$ cat config.mk
export PLATFORM = sky130hd
export DESIGN_NAME = mul_fp_mac_pipe_flat
export DESIGN_NICKNAME = d
export VERILOG_FILES = /design/src/rtl/mul_fp_mac_pipe_if.sv /design/src/rtl/mul_fp_mac_pipe.sv /design/src/flat_wrapper.sv
export SDC_FILE = /design/constraint.sdc
export NUM_CORES = 1
export LEC_CHECK = 0
export CELL_PAD_IN_SITES_DETAIL_PLACEMENT = 0
export CELL_PAD_IN_SITES_GLOBAL_PLACEMENT = 1
export CORE_UTILIZATION = 50
export CTS_CLUSTER_SIZE = 10
export DETAILED_ROUTE_END_ITERATION = 16
export GPL_TIMING_DRIVEN = 0
export PLACE_DENSITY_LB_ADDON = 0.1
export RECOVER_POWER = 25
export SLEW_MARGIN = 15
export SYNTH_ARGS = -nofsm -noshare
export SYNTH_HDL_FRONTEND = slang
export SYNTH_SLANG_ARGS = --single-unit
$ cat constraint.sdc
create_clock -name clk -period 6.6 [get_ports clk]
set_input_delay 0.99 -clock clk [delete_from_list [all_inputs] [get_ports clk]]
set_output_delay 0.99 -clock clk [all_outputs]
set_load 0.02 [all_outputs]
$ cat src/rtl/mul_fp_mac_pipe_if.sv
// Handshake bundle between operand fetch, the fp MAC pipeline and psum writeback.
interface mul_fp_mac_pipe_if #(
    parameter int MAN_W = 5,
    parameter int EXP_W = 2,
    parameter int ACC_W = 24
);
    localparam int F = MAN_W + 1;

    logic                    in_vld;
    logic                    in_rdy;
    logic                    in_last;
    logic signed [F-1:0]     op_a_dat;
    logic signed [F-1:0]     op_b_dat;
    logic signed [F-1:0]     op_c_dat;
    logic        [EXP_W-1:0] op_a_exp;
    logic        [EXP_W-1:0] op_b_exp;
    logic        [EXP_W-1:0] op_c_exp;
    logic                    out_vld;
    logic                    out_rdy;
    logic signed [ACC_W-1:0] out_dat;
    logic                    out_ovf;

    modport master (
        output in_vld, in_last, op_a_dat, op_b_dat, op_c_dat,
        output op_a_exp, op_b_exp, op_c_exp, out_rdy,
        input  in_rdy, out_vld, out_dat, out_ovf
    );

    modport slave (
        input  in_vld, in_last, op_a_dat, op_b_dat, op_c_dat,
        input  op_a_exp, op_b_exp, op_c_exp, out_rdy,
        output in_rdy, out_vld, out_dat, out_ovf
    );
endinterface

$ cat src/rtl/mul_fp_mac_pipe.sv
// Three-stage fp MAC: a*b*2^(ea+eb) + c*2^ec via radix-4 Booth and a CSA chain,
// accumulated over a group of beats with optional saturation and a sticky overflow flag.
module mul_fp_mac_pipe #(
    parameter int MAN_W = 5,
    parameter int EXP_W = 2,
    parameter int ACC_W = 24,
    parameter int SAT   = 0
) (
    input logic              clk,
    input logic              rst_n,
    mul_fp_mac_pipe_if.slave bus
);
    localparam int F     = MAN_W + 1;
    localparam int NDIG  = (F + 1) / 2;
    localparam int BW    = 2 * NDIG;
    localparam int NTERM = NDIG + 2;
    localparam logic [ACC_W-1:0] ACC_MAX = {1'b0, {(ACC_W-1){1'b1}}};
    localparam logic [ACC_W-1:0] ACC_MIN = {1'b1, {(ACC_W-1){1'b0}}};

    logic             adv;
    logic             out_vld_q;
    logic             out_ovf_q;
    logic [ACC_W-1:0] out_dat_q;

    // Any stall comes only from an unconsumed result, so the whole pipe freezes together.
    assign adv         = !(out_vld_q && !bus.out_rdy);
    assign bus.in_rdy  = adv;
    assign bus.out_vld = out_vld_q;
    assign bus.out_dat = out_dat_q;
    assign bus.out_ovf = out_ovf_q;

    logic                    v0, last0;
    logic signed [F-1:0]     a0, b0, c0;
    logic        [EXP_W-1:0] ea0, eb0, ec0;

    always_ff @(posedge clk or negedge rst_n) begin
        // NOTE: registered state uses non-blocking assignments so every stage samples pre-edge values.
        if (!rst_n) begin
            v0    <= 1'b0;
            last0 <= 1'b0;
            a0    <= '0;
            b0    <= '0;
            c0    <= '0;
            ea0   <= '0;
            eb0   <= '0;
            ec0   <= '0;
        end else if (adv) begin
            v0    <= bus.in_vld;
            last0 <= bus.in_last;
            a0    <= bus.op_a_dat;
            b0    <= bus.op_b_dat;
            c0    <= bus.op_c_dat;
            ea0   <= bus.op_a_exp;
            eb0   <= bus.op_b_exp;
            ec0   <= bus.op_c_exp;
        end
    end

    logic signed [ACC_W-1:0] a_ext;
    logic        [BW:0]      b_ext;
    logic        [ACC_W-1:0] terms [NTERM];
    logic        [ACC_W-1:0] sum_c, carry_c;

    assign a_ext = ACC_W'(a0);
    assign b_ext = {BW'(b0), 1'b0};

    always_comb begin : booth
        int               sh;
        logic [2:0]       trip;
        logic [ACC_W-1:0] mag;
        logic [ACC_W-1:0] corr;
        // NOTE: every combinational output gets a default first so no path can infer a latch.
        terms = '{default: '0};
        sh    = int'(ea0) + int'(eb0);
        trip  = '0;
        mag   = '0;
        corr  = '0;
        for (int i = 0; i < NDIG; i++) begin
            trip = b_ext[2*i +: 3];
            if (trip[1] ^ trip[0])                   mag = a_ext;
            else if (trip == 3'b011 || trip == 3'b100) mag = a_ext << 1;
            else                                     mag = '0;
            // Negative digits use ~x here plus a +1 at the digit's LSB folded into corr.
            if (trip[2]) mag = ~mag;
            terms[i] = mag << (2 * i + sh);
            corr     = corr | (ACC_W'(trip[2]) << (2 * i + sh));
        end
        terms[NDIG]     = corr;
        terms[NDIG + 1] = ACC_W'(c0) << ec0;
    end

    always_comb begin : csa
        logic [ACC_W-1:0] maj;
        sum_c   = terms[0];
        carry_c = terms[1];
        maj     = '0;
        for (int j = 2; j < NTERM; j++) begin
            maj     = (sum_c & carry_c) | (sum_c & terms[j]) | (carry_c & terms[j]);
            sum_c   = sum_c ^ carry_c ^ terms[j];
            carry_c = maj << 1;
        end
    end

    logic             v1, last1;
    logic [ACC_W-1:0] sum1, carry1;

    always_ff @(posedge clk or negedge rst_n) begin
        if (!rst_n) begin
            v1     <= 1'b0;
            last1  <= 1'b0;
            sum1   <= '0;
            carry1 <= '0;
        end else if (adv) begin
            v1     <= v0;
            last1  <= last0;
            sum1   <= sum_c;
            carry1 <= carry_c;
        end
    end

    logic [ACC_W-1:0] acc, term, acc_raw, acc_next;
    logic             ovf_acc, ovf_next;

    always_comb begin
        term     = sum1 + carry1;
        acc_raw  = acc + term;
        ovf_next = (acc[ACC_W-1] == term[ACC_W-1]) && (acc_raw[ACC_W-1] != acc[ACC_W-1]);
        acc_next = acc_raw;
        if (SAT != 0 && ovf_next) acc_next = term[ACC_W-1] ? ACC_MIN : ACC_MAX;
    end

    always_ff @(posedge clk or negedge rst_n) begin
        if (!rst_n) begin
            acc       <= '0;
            ovf_acc   <= 1'b0;
            out_vld_q <= 1'b0;
            out_dat_q <= '0;
            out_ovf_q <= 1'b0;
        end else begin
            if (out_vld_q && bus.out_rdy) out_vld_q <= 1'b0;
            // A new result may load on the same edge the previous one is consumed.
            if (adv && v1) begin
                if (last1) begin
                    out_dat_q <= acc_next;
                    out_ovf_q <= ovf_acc | ovf_next;
                    out_vld_q <= 1'b1;
                    acc       <= '0;
                    ovf_acc   <= 1'b0;
                end else begin
                    acc     <= acc_next;
                    ovf_acc <= ovf_acc | ovf_next;
                end
            end
        end
    end
endmodule

$ cat src/flat_wrapper.sv
// flat-port wrapper written by rule: the top's interface ports become plain ports
module mul_fp_mac_pipe_flat 
#(
    parameter int MAN_W = 5,
    parameter int EXP_W = 2,
    parameter int ACC_W = 24,
    parameter int SAT   = 0
)
  (clk, rst_n, bus_in_vld, bus_in_last, bus_op_a_dat, bus_op_b_dat, bus_op_c_dat, bus_op_a_exp, bus_op_b_exp, bus_op_c_exp, bus_out_rdy, bus_in_rdy, bus_out_vld, bus_out_dat, bus_out_ovf);
  mul_fp_mac_pipe_if #(.MAN_W(MAN_W), .EXP_W(EXP_W), .ACC_W(ACC_W)) bus_i ();
  input logic clk;
  input logic rst_n;
  input wire logic [$bits(bus_i.in_vld)-1:0] bus_in_vld;
  input wire logic [$bits(bus_i.in_last)-1:0] bus_in_last;
  input wire logic [$bits(bus_i.op_a_dat)-1:0] bus_op_a_dat;
  input wire logic [$bits(bus_i.op_b_dat)-1:0] bus_op_b_dat;
  input wire logic [$bits(bus_i.op_c_dat)-1:0] bus_op_c_dat;
  input wire logic [$bits(bus_i.op_a_exp)-1:0] bus_op_a_exp;
  input wire logic [$bits(bus_i.op_b_exp)-1:0] bus_op_b_exp;
  input wire logic [$bits(bus_i.op_c_exp)-1:0] bus_op_c_exp;
  input wire logic [$bits(bus_i.out_rdy)-1:0] bus_out_rdy;
  output wire logic [$bits(bus_i.in_rdy)-1:0] bus_in_rdy;
  output wire logic [$bits(bus_i.out_vld)-1:0] bus_out_vld;
  output wire logic [$bits(bus_i.out_dat)-1:0] bus_out_dat;
  output wire logic [$bits(bus_i.out_ovf)-1:0] bus_out_ovf;
  assign bus_i.in_vld = bus_in_vld;
  assign bus_i.in_last = bus_in_last;
  assign bus_i.op_a_dat = bus_op_a_dat;
  assign bus_i.op_b_dat = bus_op_b_dat;
  assign bus_i.op_c_dat = bus_op_c_dat;
  assign bus_i.op_a_exp = bus_op_a_exp;
  assign bus_i.op_b_exp = bus_op_b_exp;
  assign bus_i.op_c_exp = bus_op_c_exp;
  assign bus_i.out_rdy = bus_out_rdy;
  assign bus_in_rdy = bus_i.in_rdy;
  assign bus_out_vld = bus_i.out_vld;
  assign bus_out_dat = bus_i.out_dat;
  assign bus_out_ovf = bus_i.out_ovf;
  mul_fp_mac_pipe #(.MAN_W(MAN_W), .EXP_W(EXP_W), .ACC_W(ACC_W), .SAT(SAT)) u_core (.clk(clk), .rst_n(rst_n), .bus(bus_i));
endmodule
==> impl_results.md <==
- Layout cells sized above 1: 11.3%
- Dpl ws: between 1.5 and 2 ns
- Fmax: ~200 MHz
- CTS tree: built
- Final hold violation count: 0
- Total CTS buffers: 17
- RSZ-0062 raised after global routing: false
- Largest net degree at the start of global routing: slightly above 70
- Placed cell area: roughly 0.011 mm²
- Drc violations: 0
- Vias: ~8.1k
- Final std cells w/o fill: 1,466
- Ys flop type: dfrtp_1
- Fin crit period: between 4 and 5 ns
- Drt first pass iters: 5
- Crit share post-route: between 70% and 80%
- H-Tree Depth: 4
- Fill count: roughly 1.9k
- Layout Utilization: slightly below 60%
- Sequential Area: 0.00315 mm²
- Area of the multi-input gates: approximately 0.0067 mm²
- Core area: approximately 0.020 mm²
- Failing checks: max-capacitance violations, max-slew violations
- Synth Area in Simple Gates: around 11%
- Data arrival, critical path: about 5.3 ns
- Path type of the worst setup path: flop to flop
- Total GRT Usage: between 20 and 30%
- Fin. max-slew vios: around 130
- Final setup margin: 1.66 ns
- First-pass GRT wire length: around 43 mm
- Gate Count Post-Synth: between 1k and 1.5k
- Yosys Warn Count: 0
- Num rows: 52
- I/O Pins: 56
- Max-Cap Viols: 2
- DP HPWL: between 20 and 25 mm
- Final instance area: 0.0118 mm²
- EDFF count, synth: 0
- Clock Skew: ~0.012 ns
- Status: finished, violations left
- Post-DRT Antenna Nets: 0
- Post-CTS Resized: 0
- CP max stage cell: fa_1
- Initial drt markers: 422
- Clock transition at path regs: 0.06 ns
- Via-to-Cell Ratio: ~5.5
- CP max stage delay: ~0.56 ns
- Seq/Total Area, Yosys: a little under a third
- Slew HR: -110%
- Reg-to-reg slack, setup: 1.66 ns
- Diodes inserted: 0
- Nets: 1,335
- CTS Root Cell: clkbuf_16
- Startpoint Class: flop
- Die area: roughly 0.021 mm²
- Placed Cells: between 1k and 1.5k
- Clock Tree Buf Depth: 2
- Starting Density: between 50% and 60%
- Worst-skew pair later-pin latency: between 0.4 and 0.5 ns
- Worst EP required: between 6 and 7 ns
- Worst-Margin Slew: 3.14 ns
- IO Port Bufs: 55
- Setup bufs post-CTS: 0
- Vias in the first global route: ~8.1k
- Post-Synth XOR/XNOR Area: 3.78%
- Die Width: 146 µm
- Critical-path cell list: ha_1 -> fa_1 -> clkbuf_1 -> clkbuf_1 -> buf_1 -> mux2i_1 -> a22oi_1 -> fa_1 -> fa_1 -> inv_1 -> fa_1 -> mux2_2
- Yosys cell types: 65
- Clock Sinks: 126
- Congestion Overflow GR: 0
- Wire per inst: roughly 18 µm
- Final setup fails: 0
- RD Place Congestion: 0.938
- Synthesized area: 0.0104 mm²
- WL final: about 26 mm
- Die height: between 100 and 150 µm
- CP endpoint kind: flop
- Most common cell after layout, fill and taps aside: dfrtp_1
- Complex-gate fraction of the synthesized area: 18.8%
- Mean post-synth cell area: about 9.4 µm²
- Adder-cell share of the synthesized area: between 10% and 20%
- Initial antenna violation count: 0
- Largest family of logic cells by synthesized area: adder cells
- CP max FO: 10
- CP most frequent cell: fa_1
- Fraction of registers with async set/reset: between 90% and 100%
- Mux share of post-synthesis cell area: between 10% and 20%
- Most frequent cells in the layout: dfrtp_1, nand2_1, a21oi_1
- Seq cells post-synth: around 130
- Hold Buf Count CTS: 0
- Min-Delay Path Class: flop to flop
- Layout overhead on the synthesized area: 14.3%
==> path summary, 6_finish.rpt <==
check                                             startpoint                           endpoint  cells past startpoint
min reg2reg                u_core.bus.out_dat[7]$_DFFE_PN0P_  u_core.bus.out_dat[7]$_DFFE_PN0P_                      2
max reg2reg                        u_core.eb0[0]$_DFFE_PN0N_         u_core.sum1[5]$_DFFE_PN0N_                     12
max in group asynchronous                              rst_n        u_core.sum1[17]$_DFFE_PN0N_                      2
max                                u_core.eb0[0]$_DFFE_PN0N_         u_core.sum1[5]$_DFFE_PN0N_                     12
min in group asynchronous                              rst_n  u_core.bus.out_dat[4]$_DFFE_PN0P_                      1
min                        u_core.bus.out_dat[7]$_DFFE_PN0P_  u_core.bus.out_dat[7]$_DFFE_PN0P_                      2
==> layer usage <==
metal	share of wire, %	GRT usage (%)	vias to the layer above	routed length, µm
met5	0	0	-	0
met4	2.4	8.74	0	633
met3	2.1	2.79	40	557
met2	49	44.4	129	12800
met1	46	33.6	3917	11900
li1	-	-	3993	-
==> critical path: cells and delay by family (launching register included) <==
kind	cells	cell delay (ns)
adders and majority gates	5	2.36
DFF	1	0.39
muxes	2	0.69
buffers and inverters	4	1.22
AOI/OAI and AO/OA	1	0.18
==> logic make-up after synthesis <==
kind of cell | after synthesis
AOI/OAI and AO/OA | 298
DFF | 126
xor gates and xnor gates | 43
other | 1
and+or+nand+nor | 266
muxes | 101
adders and majority gates | 123
buffers and inverters | 147
==> final cells by class <==
| type | instances | share of cell area, % |
|---|---|---|
| plain buffers | 59 | 1.93 |
| clock buffers | 21 | 3.98 |
| clock inverters | 11 | 0.909 |
| inverters | 88 | 2.79 |
| multi-input cells | 835 | 56.2 |
| flip-flops and latches | 126 | 26.6 |
| well taps | 270 | 2.85 |
| repair buffers | 56 | 4.64 |
==> cells in the mapped netlist (all sizes together), types with 3 or more instances <==
library cell | n | area share, %
dfrtp | 126 | 30
nand2 | 102 | 3.7
a21oi | 96 | 4.7
inv | 86 | 3.1
nor2 | 85 | 3.1
mux2 | 80 | 8.7
o21ai | 80 | 3.9
fa | 62 | 12
ha | 61 | 7.4
clkbuf | 52 | 1.9
xnor2 | 29 | 2.6
a21o | 23 | 1.7
mux2i | 20 | 1.9
a22o | 18 | 1.5
nand2b | 14 | 0.85
nor3 | 14 | 0.72
xor2 | 14 | 1.2
a211oi | 12 | 0.92
nor2b | 12 | 0.72
a22oi | 11 | 0.93
nand3 | 11 | 0.53
o31ai | 10 | 0.72
a31oi | 7 | 0.42
buf | 7 | 0.33
and2 | 6 | 0.36
nand4 | 6 | 0.36
o21a | 6 | 0.43
o21bai | 6 | 0.43
or2 | 5 | 0.30
and3 | 4 | 0.24
o22ai | 4 | 0.24
a2111oi | 3 | 0.68
a221oi | 3 | 0.25
or3 | 3 | 0.18
==> sequential cells by signal, summed over array words and instances (netlist names), 6 cells and up <==
| register | count |
|---|---|
| u_core.a0 | 6 |
| u_core.acc | 24 |
| u_core.b0 | 6 |
| u_core.bus.out_dat | 24 |
| u_core.c0 | 6 |
| u_core.carry1 | 23 |
| u_core.sum1 | 24 |
==> metrics by stage <==
stage	TNS [ns]	hold slack, ns
finish	0	0.483
CTS	0	0.487
global route	0	0.508
detailed placement	0	0.474
global placement	-70.10	0.465
floorplan	0	0.446
Power is left out: the tool's default activity adds up to more than one toggle a clock period on the data nets, which glitch-free logic cannot reach.
